==> src/rtl/ysyx_25040105_idu_pipe.sv <==
// ysyx_25040105_idu_pipe
// Registered RV32I/RV64I instruction-decode stage between the IFU and the EXU.
// The IFU presents {inst, pc} on a valid/ready channel. The decoded bundle is
// held in an output register that is backed by one skid entry. The stage also
// supports flush, flags illegal instructions and counts delivered bundles.
module ysyx_25040105_idu_pipe #(
    parameter int XLEN  = 32,
    parameter int CNT_W = 32
) (
    input  logic             clock,
    input  logic             reset,
    input  logic             flush,
    input  logic             in_valid,
    output logic             in_ready,
    input  logic [31:0]      in_inst,
    input  logic [XLEN-1:0]  in_pc,
    output logic             out_valid,
    input  logic             out_ready,
    output logic [XLEN-1:0]  out_pc,
    output logic [4:0]       out_rs1,
    output logic [4:0]       out_rs2,
    output logic [4:0]       out_rd,
    output logic [XLEN-1:0]  out_imm,
    output logic [3:0]       out_alu_op,
    output logic             out_alu_src,
    output logic             out_reg_wen,
    output logic             out_jump_en,
    output logic             out_br_en,
    output logic [2:0]       out_br_type,
    output logic             out_mem_ren,
    output logic             out_mem_wen,
    output logic [2:0]       out_mem_size,
    output logic             out_ebreak,
    output logic             out_illegal,
    output logic [CNT_W-1:0] dec_count
);

    // Major opcodes handled by this stage
    localparam logic [6:0] OPC_LUI    = 7'b0110111;
    localparam logic [6:0] OPC_AUIPC  = 7'b0010111;
    localparam logic [6:0] OPC_JAL    = 7'b1101111;
    localparam logic [6:0] OPC_JALR   = 7'b1100111;
    localparam logic [6:0] OPC_BRANCH = 7'b1100011;
    localparam logic [6:0] OPC_LOAD   = 7'b0000011;
    localparam logic [6:0] OPC_STORE  = 7'b0100011;
    localparam logic [6:0] OPC_OP_IMM = 7'b0010011;
    localparam logic [6:0] OPC_OP     = 7'b0110011;
    localparam logic [6:0] OPC_SYSTEM = 7'b1110011;

    localparam logic [31:0] INST_EBREAK = 32'h00100073;

    // ALU operation codes. New operations are appended and never renumbered.
    localparam logic [3:0] ALU_ADD   = 4'd0;
    localparam logic [3:0] ALU_SUB   = 4'd1;
    localparam logic [3:0] ALU_SLL   = 4'd2;
    localparam logic [3:0] ALU_SRL   = 4'd3;
    localparam logic [3:0] ALU_AUIPC = 4'd4;
    localparam logic [3:0] ALU_LUI   = 4'd5;
    localparam logic [3:0] ALU_JAL   = 4'd6;
    localparam logic [3:0] ALU_JALR  = 4'd7;
    localparam logic [3:0] ALU_SRA   = 4'd8;
    localparam logic [3:0] ALU_SLT   = 4'd9;
    localparam logic [3:0] ALU_SLTU  = 4'd10;
    localparam logic [3:0] ALU_XOR   = 4'd11;
    localparam logic [3:0] ALU_OR    = 4'd12;
    localparam logic [3:0] ALU_AND   = 4'd13;

    typedef struct packed {
        logic [XLEN-1:0] pc;
        logic [4:0]      rs1;
        logic [4:0]      rs2;
        logic [4:0]      rd;
        logic [XLEN-1:0] imm;
        logic [3:0]      alu_op;
        logic            alu_src;
        logic            reg_wen;
        logic            jump_en;
        logic            br_en;
        logic [2:0]      br_type;
        logic            mem_ren;
        logic            mem_wen;
        logic [2:0]      mem_size;
        logic            ebreak;
        logic            illegal;
    } bundle_t;

    bundle_t dec;
    bundle_t out_q;
    bundle_t skid_q;
    logic    out_valid_q;
    logic    skid_valid_q;
    logic [CNT_W-1:0] count_q;

    logic [6:0] opcode;
    logic [2:0] funct3;
    logic [6:0] funct7;
    logic [6:0] shift_f7;
    logic [XLEN-1:0] imm_i;
    logic [XLEN-1:0] imm_s;
    logic [XLEN-1:0] imm_b;
    logic [XLEN-1:0] imm_j;
    logic [XLEN-1:0] imm_u;
    logic accept;
    logic drain;

    assign opcode = in_inst[6:0];
    assign funct3 = in_inst[14:12];
    assign funct7 = in_inst[31:25];
    // On RV64, inst[25] is part of the 6-bit shift amount, so it is ignored when
    // the shift encoding is checked. On RV32 it must be zero.
    assign shift_f7 = (XLEN == 64) ? {funct7[6:1], 1'b0} : funct7;

    assign imm_i = XLEN'($signed(in_inst[31:20]));
    assign imm_s = XLEN'($signed({in_inst[31:25], in_inst[11:7]}));
    assign imm_b = XLEN'($signed({in_inst[31], in_inst[7], in_inst[30:25], in_inst[11:8], 1'b0}));
    assign imm_j = XLEN'($signed({in_inst[31], in_inst[19:12], in_inst[20], in_inst[30:21], 1'b0}));
    assign imm_u = XLEN'($signed({in_inst[31:12], 12'b0}));

    assign in_ready = !skid_valid_q;
    assign accept   = in_valid && in_ready;
    assign drain    = out_valid_q && out_ready;

    // Decode the incoming instruction word into a bundle. This is combinational.
    // An illegal encoding keeps only pc and the register indices. Every other
    // field is cleared so that the EXU has no side effect to act on.
    always_comb begin
        dec          = '0;
        dec.pc       = in_pc;
        dec.rs1      = in_inst[19:15];
        dec.rs2      = in_inst[24:20];
        dec.rd       = in_inst[11:7];
        unique case (opcode)
            OPC_OP_IMM: begin
                dec.alu_src = 1'b1;
                dec.reg_wen = 1'b1;
                dec.imm     = imm_i;
                unique case (funct3)
                    3'b000: dec.alu_op = ALU_ADD;
                    3'b010: dec.alu_op = ALU_SLT;
                    3'b011: dec.alu_op = ALU_SLTU;
                    3'b100: dec.alu_op = ALU_XOR;
                    3'b110: dec.alu_op = ALU_OR;
                    3'b111: dec.alu_op = ALU_AND;
                    3'b001: begin
                        dec.alu_op  = ALU_SLL;
                        dec.illegal = (shift_f7 != 7'b0000000);
                    end
                    default: begin
                        dec.alu_op  = in_inst[30] ? ALU_SRA : ALU_SRL;
                        dec.illegal = (shift_f7 != 7'b0000000) && (shift_f7 != 7'b0100000);
                    end
                endcase
            end
            OPC_OP: begin
                dec.reg_wen = 1'b1;
                if (funct7 == 7'b0000000) begin
                    unique case (funct3)
                        3'b000:  dec.alu_op = ALU_ADD;
                        3'b001:  dec.alu_op = ALU_SLL;
                        3'b010:  dec.alu_op = ALU_SLT;
                        3'b011:  dec.alu_op = ALU_SLTU;
                        3'b100:  dec.alu_op = ALU_XOR;
                        3'b101:  dec.alu_op = ALU_SRL;
                        3'b110:  dec.alu_op = ALU_OR;
                        default: dec.alu_op = ALU_AND;
                    endcase
                end else if (funct7 == 7'b0100000 && funct3 == 3'b000) begin
                    dec.alu_op = ALU_SUB;
                end else if (funct7 == 7'b0100000 && funct3 == 3'b101) begin
                    dec.alu_op = ALU_SRA;
                end else begin
                    dec.illegal = 1'b1;
                end
            end
            OPC_LUI: begin
                dec.alu_op  = ALU_LUI;
                dec.alu_src = 1'b1;
                dec.reg_wen = 1'b1;
                dec.imm     = imm_u;
            end
            OPC_AUIPC: begin
                dec.alu_op  = ALU_AUIPC;
                dec.alu_src = 1'b1;
                dec.reg_wen = 1'b1;
                dec.imm     = imm_u;
            end
            OPC_JAL: begin
                dec.alu_op  = ALU_JAL;
                dec.alu_src = 1'b1;
                dec.reg_wen = 1'b1;
                dec.jump_en = 1'b1;
                dec.imm     = imm_j;
            end
            OPC_JALR: begin
                dec.alu_op  = ALU_JALR;
                dec.alu_src = 1'b1;
                dec.reg_wen = 1'b1;
                dec.jump_en = 1'b1;
                dec.imm     = imm_i;
                dec.illegal = (funct3 != 3'b000);
            end
            OPC_BRANCH: begin
                dec.alu_op  = ALU_SUB;
                dec.br_en   = 1'b1;
                dec.br_type = funct3;
                dec.imm     = imm_b;
                dec.illegal = (funct3 == 3'b010) || (funct3 == 3'b011);
            end
            OPC_LOAD: begin
                dec.alu_op   = ALU_ADD;
                dec.alu_src  = 1'b1;
                dec.reg_wen  = 1'b1;
                dec.mem_ren  = 1'b1;
                dec.mem_size = funct3;
                dec.imm      = imm_i;
                unique case (funct3)
                    3'b000, 3'b001, 3'b010, 3'b100, 3'b101: dec.illegal = 1'b0;
                    3'b011, 3'b110: dec.illegal = (XLEN != 64);
                    default: dec.illegal = 1'b1;
                endcase
            end
            OPC_STORE: begin
                dec.alu_op   = ALU_ADD;
                dec.alu_src  = 1'b1;
                dec.mem_wen  = 1'b1;
                dec.mem_size = funct3;
                dec.imm      = imm_s;
                unique case (funct3)
                    3'b000, 3'b001, 3'b010: dec.illegal = 1'b0;
                    3'b011: dec.illegal = (XLEN != 64);
                    default: dec.illegal = 1'b1;
                endcase
            end
            OPC_SYSTEM: begin
                dec.ebreak  = (in_inst == INST_EBREAK);
                dec.illegal = (in_inst != INST_EBREAK);
            end
            default: begin
                dec.illegal = 1'b1;
            end
        endcase
        if (dec.illegal) begin
            dec.imm      = '0;
            dec.alu_op   = ALU_ADD;
            dec.alu_src  = 1'b0;
            dec.reg_wen  = 1'b0;
            dec.jump_en  = 1'b0;
            dec.br_en    = 1'b0;
            dec.br_type  = 3'b000;
            dec.mem_ren  = 1'b0;
            dec.mem_wen  = 1'b0;
            dec.mem_size = 3'b000;
            dec.ebreak   = 1'b0;
        end
        if (dec.rd == 5'd0) begin
            dec.reg_wen = 1'b0;
        end
    end

    // Two-entry FIFO built from the output register and one skid slot. A new
    // bundle goes to the output whenever the output is empty or draining.
    // Otherwise it goes to the skid slot, which refills the output first.
    // Flush wins over every transfer.
    always_ff @(posedge clock or posedge reset) begin
        if (reset) begin
            out_q        <= '0;
            skid_q       <= '0;
            out_valid_q  <= 1'b0;
            skid_valid_q <= 1'b0;
        end else if (flush) begin
            out_valid_q  <= 1'b0;
            skid_valid_q <= 1'b0;
        end else if (!out_valid_q || drain) begin
            if (skid_valid_q) begin
                out_q        <= skid_q;
                out_valid_q  <= 1'b1;
                skid_valid_q <= 1'b0;
            end else if (accept) begin
                out_q       <= dec;
                out_valid_q <= 1'b1;
            end else begin
                out_valid_q <= 1'b0;
            end
        end else if (accept) begin
            skid_q       <= dec;
            skid_valid_q <= 1'b1;
        end
    end

    // Count bundles that the EXU has taken. A flushed cycle never counts.
    always_ff @(posedge clock or posedge reset) begin
        if (reset) begin
            count_q <= '0;
        end else if (!flush && drain) begin
            count_q <= count_q + CNT_W'(1);
        end
    end

    assign out_valid    = out_valid_q;
    assign out_pc       = out_q.pc;
    assign out_rs1      = out_q.rs1;
    assign out_rs2      = out_q.rs2;
    assign out_rd       = out_q.rd;
    assign out_imm      = out_q.imm;
    assign out_alu_op   = out_q.alu_op;
    assign out_alu_src  = out_q.alu_src;
    assign out_reg_wen  = out_q.reg_wen;
    assign out_jump_en  = out_q.jump_en;
    assign out_br_en    = out_q.br_en;
    assign out_br_type  = out_q.br_type;
    assign out_mem_ren  = out_q.mem_ren;
    assign out_mem_wen  = out_q.mem_wen;
    assign out_mem_size = out_q.mem_size;
    assign out_ebreak   = out_q.ebreak;
    assign out_illegal  = out_q.illegal;
    assign dec_count    = count_q;

endmodule
==> config.mk <==
export PLATFORM = sky130hd
export DESIGN_NAME = ysyx_25040105_idu_pipe
export DESIGN_NICKNAME = d
export VERILOG_FILES = /design/src/rtl/ysyx_25040105_idu_pipe.sv
export SDC_FILE = /design/constraint.sdc
export NUM_CORES = 1
export LEC_CHECK = 0
export ABC_AREA = 0
export BUFFER_PORTS_ARGS = -buffer_cell sky130_fd_sc_hd__buf_2
export CAP_MARGIN = 0
export CORE_ASPECT_RATIO = 1.2
export CORE_UTILIZATION = 56
export CTS_BUF_LIST = sky130_fd_sc_hd__clkbuf_8 sky130_fd_sc_hd__clkbuf_16
export CTS_CLUSTER_DIAMETER = 100
export DETAILED_ROUTE_END_ITERATION = 10
export PLACE_DENSITY = 0.78
export RECOVER_POWER = 50
export SYNTH_ARGS = -nofsm -noshare
export SYNTH_HDL_FRONTEND = slang
export SYNTH_SLANG_ARGS = --single-unit
==> constraint.sdc <==
create_clock -name clock -period 9.2 [get_ports clock]
set_input_delay 0.46 -clock clock [delete_from_list [all_inputs] [get_ports clock]]
set_output_delay 0.46 -clock clock [all_outputs]
set_load 0.02 [all_outputs]
==> flow_summary.yaml <==
run_status:
  status: "finished, violations left"
  violations: "max-capacitance violations, max-slew violations"
sta:
  slew_violations: 177
  finClkSkew_ns: 0.005929
  timing.final.hold_violations: 0
  setup_violations: 0
  min_period_over_period_pct: 52.86
  rsz0062_at_grt: "false"
  maxSlewHeadroom_pct: -314.1
  tns_ns: 0
  max_freq_mhz: 205.6
  period_minus_slack_ns: 4.863
  worst_pin_slew_ns: 6.212
global_routing:
  grt_pass1_wl_um: 41790
  gr-usage-all-layers_pct: 27.26
  grt_pass1_vias: 8178
  grt_start_max_net_pins: 146
  antenna_found_initial: 0
  gr-total-overflow: 0
clocking:
  cts_made_buffers: 23
  clockBufferDepth: 3
  clkSinkCount: 228
  tritoncts: "built"
  cts_setup_buffers: 0
  cts-resized-gates: 0
  cts_root_buf: "clkbuf_16"
  ctsHoldBuffers: 0
  clock_latency_ns: 0.50
  clkTransAtPathRegs_ns: 0.06
  cts.htree.levels: 1
yosys:
  synthFlopType: "dfrtp_1"
  synth_seq_area_share_pct: 54.67
  synthArstFlopShare_pct: 100.0
  syn-cell-area_mm2: 0.01044
  syn_area_per_cell_um2: 9.636
  ys_ff_latch: 228
  synth_nets: 1153
  netlist_instances: 1083
  yosysWarnings: 0
  synth-edff-count: 0
  synthDistinctLibCells: 54
placed_design:
  dpl.hpwl_um: 16950
  gp_congestion: 0.9361
  place_area_mm2: 0.01148
  port_buffers: 199
run:
  max_cap_violations: 2
route:
  first_iter_violations: 675
  drt_pre_antenna_iters: 5
  antenna_left: 0
  routed_wl_um: 26390
  drc_errors: 0
  vias: 8650
  drt-wirelength-per-cell_um: 17.93
  via_per_inst: 5.876
layout:
  nFillCells: 1535
  final_common_cell: "nand2_1"
  final_cell_mix: "nand2_1, dfrtp_1, clkbuf_1"
  final_nets: 1304
  drive_gt1_share_pct: 11.46
  num_antenna_cells: 0
  areaGrowthSynthToFinish_pct: 15.90
  final_area_mm2: 0.01210
floorplanning:
  core_mm2: 0.01824
  die_w_um: 126.6
  initial_utilization_pct: 57.21
  fp-row-count: 54
  io_pins: 200
  die-area_mm2: 0.01919
  die_y_um: 151.5
critical_path:
  arrival_ns: 5.34
  cp-start-kind: "input port"
  cp-startpoint: "reset"
  critPathMaxStageDelay_ns: 3.39
  critical_path_class: "in -> async"
  path_buf_inv: 3
  cp_top_family: "buffers and inverters"
  worstPathMaxFanout: 145
  path_cells: "buf_2 -> clkinvlp_2 -> buf_4"
  end_kind: "async pin"
  r2r_start: "skid_valid_q"
  cp_slowest_cell: "clkinvlp_2"
  required_ns: 9.68
pwr:
  cellPowerDensity_mw_per_mm2: 199.6
  p_leak_uw: 0.005583
  peakVddDrop_mv: 0.1115
min_path:
  min_from: "out_ready"
  min_path_type: "in -> reg"
Yosys cell counts, types with 2 or more instances:
cell        n  area [um2]
dfrtp_1   228        5705
buf_1       7       26.28
o21ai_0    75       375.4
a311oi_1    2       17.52
or2_2       3       18.77
a22o_1      3       26.28
nand2_1   270        1013
buf_6       2       22.52
inv_1       8       30.03
nor2_1     24       90.09
nand4_1     9       56.30
and3_1     56       350.3
o41ai_2     2       32.53
nor3_1     14       70.07
nand3b_1    3       22.52
a31oi_1     4       25.02
or4_4       2       22.52
nand2b_1    2       12.51
or3_1       3       18.77
buf_2       3       15.01
a22oi_1     5       37.54
xor2_1      9       78.83
mux2i_1    48       480.5
nor4b_1     3       26.28
o41ai_1     4       35.03
a21o_1      3       22.52
xnor2_1    23       201.4
and4_1      3       26.28
o31ai_1    66       495.5
o21a_1      2       15.01
nand3_1    27       135.1
o31ai_2    10       125.1
clkbuf_1   68       255.2
a21oi_1    72       360.4
area by class of cell:
type | count | area (um2) | area share (%)
sequential | 228 | 5705 | 47.17
timing repair buffer | 206 | 885.9 | 7.324
multi-input combinational | 766 | 4402 | 36.39
clock buffer | 26 | 616.8 | 5.100
inverter | 9 | 35.03 | 0.2896
clock inverter | 13 | 170.2 | 1.407
tap | 224 | 280.3 | 2.317
final timing paths:
check	endpoint	slack, ns	cells past startpoint
max in group clock	in_ready	5.39	3
setup / recovery	dec_count[21]	4.34	3
setup reg to reg	skid_q[3]	5.46	6
hold / removal	skid_valid_q	0.15	2
min in group asynchronous	out_imm[9]	1.84	2
hold reg to reg	skid_q[6]	0.46	2
registers in the layout, indices dropped and copies added, names as in the netlist:
register	count
dec_count	32
out_alu_op	4
out_alu_src	1
out_br_en	1
out_br_type	3
out_ebreak	1
out_illegal	1
out_imm	32
out_jump_en	1
out_mem_ren	1
out_mem_size	3
out_mem_wen	1
out_pc	32
out_rd	5
out_reg_wen	1
out_rs1	5
out_rs2	5
out_valid	1
skid_q	97
skid_valid_q	1
worst register-to-register path: stages (launching register included):
cell and delay (ns):
dfrtp_1 1.41, nor2_1 0.27, nand3_4 0.54, buf_4 0.87
nor3_1 0.28, nand2_1 0.15, o21ai_0 0.08
kinds of logic (layout without fill, tap and decap cells):
| family | Yosys count | after routing | share of synthesized area, % |
|---|---|---|---|
| flip-flops | 228 | 228 | 54.67 |
| AO/OA/AOI/OAI | 253 | 253 | 15.49 |
| XOR/XNOR | 32 | 32 | 2.686 |
| multiplexers | 49 | 49 | 4.712 |
| AND/OR/NAND/NOR | 431 | 431 | 18.94 |
| buffers and inverters | 89 | 254 | 3.381 |
| adder cells (fa/ha/maj) | 1 | 1 | 0.1199 |
report_power, final:
group          internal (uW)  switching [uW]
Combinational           83.4             205
Sequential              1090            57.8
Clock                    591             383
routing by layer:
metal	GRT usage (%)	part of all wire [%]	wire [um]
met5	0	0	0
met1	37.11	43	11290
met3	4.424	6.5	1709
met2	44.56	48	12550
met4	9.639	3.2	840
stage by stage:
stage / total power, uW / instances / worst slack, ns / util, % / hold WS, ns
6_report: 2414 / 1472 / 4.337 / 66.30 / 0.1453
5_1_grt: 2512 / 1472 / 3.205 / 66.30 / 0.1393
4_1_cts: 2443 / 1472 / 6.143 / 67.25 / 0.1249
3_5_place_dp: 1467 / 1433 / 5.880 / 62.94 / 0.4493
3_3_place_gp: 1456 / 1433 / 5.955 / 62.94 / 0.4462
2_1_floorplan: 1350 / 1083 / 2.492 / - / 0.4310
No activity file was read; power rests on OpenSTA's default activity.
